[src/rtl/inst_fetch_unit_pkg.sv]
// Shared types for the zhxpu fetch stage.
// Bus widths, FSM encodings and the IF/ID bundle.
package inst_fetch_unit_pkg;

  localparam int XLEN = 16;

  typedef logic [XLEN-1:0] reg_value_t;

  localparam reg_value_t NOP_INST_DEF = 16'h0800;
  localparam reg_value_t RESET_PC_DEF = 16'h0000;

  typedef enum logic [1:0] {
    S_BOOT  = 2'd0,
    S_FETCH = 2'd1,
    S_HELD  = 2'd2
  } state_e;

  typedef struct packed {
    reg_value_t pc;
    reg_value_t inst;
    logic       valid;
  } if_id_t;

endpackage

[src/rtl/inst_fetch_unit_if_id_reg.sv]
// IF/ID pipeline register.
// Bubble wins over load; neither asserted means hold.
module if_id_reg
  import inst_fetch_unit_pkg::*;
#(
  parameter reg_value_t NOP_INST = NOP_INST_DEF
) (
  input  logic       clk_i,
  input  logic       rst_i,
  input  logic       load_i,
  input  logic       bubble_i,
  input  reg_value_t pc_i,
  input  reg_value_t inst_i,
  output if_id_t     q_o
);

  if_id_t q_q;

  always_ff @(posedge clk_i or posedge rst_i) begin
    if (rst_i) begin
      q_q <= '{pc: '0, inst: NOP_INST, valid: 1'b0};
    end else if (bubble_i) begin
      q_q <= '{pc: pc_i, inst: NOP_INST, valid: 1'b0};
    end else if (load_i) begin
      q_q <= '{pc: pc_i, inst: inst_i, valid: 1'b1};
    end
  end

  assign q_o = q_q;

endmodule

[src/rtl/inst_fetch_unit.sv]
// zhxpu fetch stage: PC, wait/stall/branch FSM and
// a one-entry hold buffer so stalled words are not re-read.
module inst_fetch_unit
  import inst_fetch_unit_pkg::*;
#(
  parameter reg_value_t RESET_PC = RESET_PC_DEF,
  parameter reg_value_t NOP_INST = NOP_INST_DEF
) (
  input  logic       clk,
  input  logic       rst,
  output reg_value_t inst_addr,
  input  reg_value_t inst_data,
  input  logic       inst_done,
  input  logic       id_stall,
  input  logic       branch_taken,
  input  reg_value_t branch_target,
  output reg_value_t if_id_pc,
  output reg_value_t if_id_inst,
  output logic       if_id_valid,
  output logic       fetch_busy
);

  state_e     state_q, state_d;
  reg_value_t pc_q, pc_d;
  reg_value_t hold_inst_q, hold_inst_d;
  reg_value_t hold_pc_q, hold_pc_d;

  logic       ifid_load;
  logic       ifid_bubble;
  reg_value_t ifid_pc;
  reg_value_t ifid_inst;
  if_id_t     ifid_q;

  always_ff @(posedge clk or posedge rst) begin
    if (rst) begin
      state_q     <= S_BOOT;
      pc_q        <= RESET_PC;
      hold_inst_q <= NOP_INST;
      hold_pc_q   <= '0;
    end else begin
      state_q     <= state_d;
      pc_q        <= pc_d;
      hold_inst_q <= hold_inst_d;
      hold_pc_q   <= hold_pc_d;
    end
  end

  always_comb begin
    state_d     = state_q;
    pc_d        = pc_q;
    hold_inst_d = hold_inst_q;
    hold_pc_d   = hold_pc_q;
    ifid_load   = 1'b0;
    ifid_bubble = 1'b0;
    ifid_pc     = pc_q;
    ifid_inst   = inst_data;
    unique case (state_q)
      S_BOOT: begin
        state_d = S_FETCH;
      end
      S_FETCH: begin
        if (branch_taken && !id_stall) begin
          pc_d        = branch_target;
          ifid_bubble = 1'b1;
          ifid_pc     = branch_target;
        end else if (id_stall) begin
          if (inst_done) begin
            hold_inst_d = inst_data;
            hold_pc_d   = pc_q;
            state_d     = S_HELD;
          end
        end else if (inst_done) begin
          ifid_load = 1'b1;
          pc_d      = pc_q + 16'd1;
        end else begin
          ifid_bubble = 1'b1;
        end
      end
      S_HELD: begin
        if (branch_taken && !id_stall) begin
          pc_d        = branch_target;
          ifid_bubble = 1'b1;
          ifid_pc     = branch_target;
          state_d     = S_FETCH;
        end else if (!id_stall) begin
          ifid_load = 1'b1;
          ifid_pc   = hold_pc_q;
          ifid_inst = hold_inst_q;
          pc_d      = pc_q + 16'd1;
          state_d   = S_FETCH;
        end
      end
      default: begin
        state_d = S_BOOT;
      end
    endcase
  end

  if_id_reg #(
    .NOP_INST (NOP_INST)
  ) u_if_id (
    .clk_i    (clk),
    .rst_i    (rst),
    .load_i   (ifid_load),
    .bubble_i (ifid_bubble),
    .pc_i     (ifid_pc),
    .inst_i   (ifid_inst),
    .q_o      (ifid_q)
  );

  assign inst_addr   = pc_q;
  assign if_id_pc    = ifid_q.pc;
  assign if_id_inst  = ifid_q.inst;
  assign if_id_valid = ifid_q.valid;
  assign fetch_busy  = (state_q == S_FETCH) && !inst_done;

endmodule

[config.mk]
export PLATFORM = sky130hd
export DESIGN_NAME = inst_fetch_unit
export DESIGN_NICKNAME = d
export VERILOG_FILES = /design/src/rtl/inst_fetch_unit_pkg.sv /design/src/rtl/inst_fetch_unit_if_id_reg.sv /design/src/rtl/inst_fetch_unit.sv
export SDC_FILE = /design/constraint.sdc
export NUM_CORES = 1
export LEC_CHECK = 0
export ABC_AREA = 1
export CAP_MARGIN = 20
export CORE_ASPECT_RATIO = 0.7
export CORE_MARGIN = 5
export CORE_UTILIZATION = 48
export CTS_CLUSTER_SIZE = 12
export DETAILED_ROUTE_END_ITERATION = 10
export PLACE_DENSITY_LB_ADDON = 0.25
export SYNTH_ARGS = -nofsm -noshare
export SYNTH_HDL_FRONTEND = slang
export SYNTH_SLANG_ARGS = --single-unit
[constraint.sdc]
create_clock -name clk -period 2.8 [get_ports clk]
set_input_delay 0.84 -clock clk [delete_from_list [all_inputs] [get_ports clk]]
set_output_delay 0.84 -clock clk [all_outputs]
set_load 0.02 [all_outputs]
* Yosys cells after proc, flatten, opt, wreduce, memory -nomap -nowiden *
Index checks and enable logic that the tools add are counted.

storage, ports and cells
  flip-flop bits (word level) = 83
  bits in latches = 0
  bits in writable memories = 0
  memory bits (read-only) = 0
  input port bits = 37
  output and inout port bits = 50
  logic and storage cells = 59
  memories kept = 0

operators by class
  add/sub/neg operators = 1
  multipliers = 0
  divide/modulo/power cells = 0
  $lt $le $gt $ge = 0
  eq/ne operators = 8
  shift-type cells = 0
  muxes and demuxes = 32
  bitwise gates (word level) = 1
  reductions and logical operators = 10

operators by type and width
  kind                                                                   number
  16-bit two-way mux                                                     11
  33-bit two-way mux                                                     2
  16-bit one-hot mux with 2 select lines                                 2
  16-bit by 1-bit adder with 16-bit output, second input constant        1
  4-bit AND reduction                                                    3
  2-bit two-way mux                                                      5
  1-bit two-way mux                                                      9
  3-bit inequality test, second input constant                           3
  2-bit inequality test, second input constant                           3
  2-bit one-hot mux with 3 select lines                                  1
  1-bit one-hot mux with 2 select lines                                  2
  2-bit nonzero test                                                     2
  2-bit by 1-bit equality test with 1-bit output, second input constant  1
  2-bit equality test, second input constant                             1
  1-bit logical AND                                                      2
  1-bit logical NOT                                                      2
  2-bit logical NOT                                                      1
  1-bit NOT                                                              1

* Depth between registers and ports, before layout *
  depth in word-level cells = 6
  gate-level depth with buffers = 10
  gate-level depth less buffers = 10

* By module *
Synthesis repeated with hierarchy kept, for this count alone.

unflattened totals
  cell total of the unflattened synthesis = 631
  area total of the unflattened synthesis = 4,558.1 sq um

by module, submodules not included
  module           instances  cells each  area an instance (sq um)  seq. area each (sq um)
  inst_fetch_unit  1          488         3,228.1                   1,252.5
  if_id_reg        1          143         1,330.0                   827.0

* Worst setup path after synthesis *
No wires, ideal clock.

  path type = input port to output port
  from = in inst_done
  to = out fetch_busy
  data arrival time = 1,077 ps
  data required time = 1,960 ps
  slack = 883 ps
  stages on the path = 1
  buffers on the path = 0
  cell sequence = nor2_2

on the way
  cells in the longest elaborated chain, start to end = 2

ends and longest elaborated chain
  item               RTL line                source
  from (decl)        inst_fetch_unit.sv:13   input logic inst_done,
  1-bit logical NOT  inst_fetch_unit.sv:115  assign fetch_busy = (state_q == S_FETCH) && !inst_done;
  1-bit logical AND  inst_fetch_unit.sv:115
  to (decl)          inst_fetch_unit.sv:20   output logic fetch_busy

Every way passes these cells.

* Final worst setup path *
Same ends and word-level chain as after synthesis.

==> results.md <==
* Critical path class: input pin to output pin
* Prevailing post-synth register cell: dfrtp_1
* Post-synth EDFFs at 0
* DR iter-0 viols at 373
* Final setup viols at 0
* Pre-antenna DRT Iters at 5
* CTS Root Cell: clkbuf_16
* Lkg Pwr at 3.11 nW
* Outcome: completed
* Final core utilization at 63.4%
* RePlAce Congestion at 0.967
* Total CTS buffers at 9
* Cell row count at 30
* Setup crit end kind: output pin
* Core area at 0.00957 mm²
* Tot Pwr at 6.62 mW
* Die Area at 0.0118 mm²
* H-tree depth at 3
* Clock Tree Buf Depth at 2
* Fillers at 835
* Wirelength per Cell at 15.0 µm
* R2R Setup Slk at 0.44 ns
* IR drop worst, VDD at 0.000552 V
* Post-synthesis register bit count at 83
* Crit path required time at 1.96 ns
* Crit path launch type: input pin
* Post-synth top area share at 43.7%
* Most frequent cells in the layout: nand2_1 (226), clkdlybuf4s50_1 (85), dfrtp_1 (81), nand3_1 (75), nor2_1 (65)
* Vias in the first global route at 4536
* Pin count of the biggest net entering global routing at 52
* Post-layout minimum cycle time at 2.65 ns
* Synthesized area per cell at 7.11 µm²
* Number of diodes at 0
* Synth warn at 0
* Fin nets at 783
* Netlist cell types at 34
* First-pass GRT wire length at 21900 µm
* Synth Cell Area at 0.00464 mm²
* Drt total wl at 13100 µm
* Final hold violation count at 0
* P&R area growth vs syn at 30.8%
* Max Clock Skew at 0.00629 ns
* Post-DRT Antenna Nets at 0
* Hold crit path type: flop to flop
* Die H at 92.2 µm
* Initial Utilization at 48.5%
* Max-capacitance violation count at 0
* Ranking of synthesized cells by area: dfrtp_1 (44%), nand2_1 (18%), nand3_1 (8.2%)
* # DRC at 0
* Crit-path max cell delay at 0.43 ns
* HPWL after detailed placement at 9420 µm
* Fmax at 377 MHz
* Fin crit share at 94.8%
* Post-synth top area cell: dfrtp_1
* Via density at 5.29
* CP Buf/Inv Count at 2
* Most common cell after layout, fill and taps aside: nand2_1
* GRT Util Overall at 23.3%
* Max transition margin at 63.5%
* RSZ-0062 raised after global routing: no
* Clock Latency Late Sink at 0.34 ns
* Layout cells sized above 1 at 7.77%
* TritonCTS clock tree: done
* Worst Max-Slew Pin Slew at 0.546 ns
* Max Slew Vio Count at 0
* Hold-fix buffer count after cts at 0
* Cell family with most CP delay: buffers and inverters
* Clk slew on worst S/H paths at 0.06 ns
* Setup TNS at 0 ns
* CP Cell Sequence: clkdlybuf4s50_1 > nor2_2 > dlygate4sd2_1
* Synthesized net count at 694
* Crit-path slowest cell: clkdlybuf4s50_1
* GR Overflow Total at 0
* Worst EP arrival at 1.81 ns
* DIE WIDTH at 127 µm
* Sequential-to-total area share from yosys stat at 44.8%
* Io pins at 87
* Async set-reset flop share out of synthesis at 100%
* Port Buffers at 86
* Mapped Cells at 652
* Worst Path Max Fanout at 2
* Initial antenna violation count at 0
* Num Clock Sinks at 83
* PwrDens at 1090 mW/mm²
* DR vias at 4621
==> power by group <==
group | total, mW | internal (mW) | switching, mW | leakage [nW]
clock network | 1.36 | 0.873 | 0.489 | 0.159
registers | 2.15 | 1.72 | 0.436 | 1.02
logic | 3.11 | 1.25 | 1.86 | 1.93
==> flip-flops by register name, summed over array words and instances (netlist names) <==
register	flops
inst_addr	16
hold_pc_q	16
state_q	2
hold_inst_q	16
u_if_id.q_o	33
==> cell families (layout without fill, tap and decap cells) <==
logic type / after synthesis / in the layout / synth area share (%)
mux: 2 / 2 / 0.486
simple gates: 380 / 380 / 34.1
compound gates: 84 / 84 / 10.3
fa+ha+maj: 5 / 5 / 1.35
buf+inv: 98 / 192 / 8.87
flops: 83 / 83 / 44.8
==> per-stage QoR <==
step	cells	hold WS [ns]	cell area [µm²]	worst slack, ns
after global placement	858	0.463	5720	-0.139
after CTS	874	0.484	6070	0.132
after floorplan	652	0.445	4640	0.883
after global routing	874	0.513	6070	0.126
after detailed placement	858	0.469	5720	-0.141
final	874	0.487	6070	0.147
==> cells in the mapped netlist, types with 3 or more instances <==
| library cell | count |
|---|---|
| ha_1 | 5 |
| a31oi_1 | 4 |
| buf_4 | 4 |
| inv_2 | 6 |
| o211ai_1 | 14 |
| nor2_4 | 3 |
| nand3_1 | 76 |
| o21ai_0 | 46 |
| a21oi_1 | 6 |
| nor2_1 | 65 |
| buf_2 | 11 |
| inv_1 | 63 |
| clkbuf_1 | 11 |
| nand2_1 | 226 |
| dfrtp_1 | 81 |
| o21ai_1 | 8 |
==> worst paths after layout <==
check,start,end,cells after the start
min reg2reg,hold_inst_q[12],hold_inst_q[12],2
max in group asynchronous,rst,hold_inst_q[11],3
min in group asynchronous,rst,u_if_id.q_o[15],2
min,hold_inst_q[12],hold_inst_q[12],2
max reg2reg,state_q[1],u_if_id.q_o[21],9
max,inst_done,fetch_busy,3
==> metal layers <==
metal | vias to the layer above | global-route usage, % | share of wire, % | wire length [µm]
li1 | 2251 | - | - | -
met1 | 2130 | 32.4 | 44 | 5770
met2 | 214 | 35.1 | 46 | 6020
met3 | 26 | 5.82 | 8.1 | 1070
met4 | 0 | 8.93 | 2.1 | 281
met5 | - | 0 | 0 | 0
==> final cells by class <==
cell class | instances | area, µm² | area share (%)
clock buffer | 10 | 229 | 3.77
clock inverter | 6 | 114 | 1.88
inverter | 69 | 263 | 4.33
multi-input combinational | 471 | 2150 | 35.5
sequential | 83 | 2080 | 34.3
tap | 128 | 160 | 2.64
timing repair buffer | 107 | 1070 | 17.6
==> what timing repair did <==
| item | CTS | global route |
|---|---|---|
| setup buffers | 0 | 0 |
| resized for setup | 2 | 0 |
| endpoints found under the setup margin | 1 | 0 |
==> worst reg2reg max path: cells and delay by family, from the launching register on <==
| kind | cells | cell delay [ns] |
|---|---|---|
| DFF | 1 | 0.42 |
| adders and majority gates | 1 | 0.57 |
| buffers and inverters | 3 | 0.64 |
| and+or+nand+nor | 5 | 0.68 |
No activity file was read; power rests on OpenSTA's default activity.
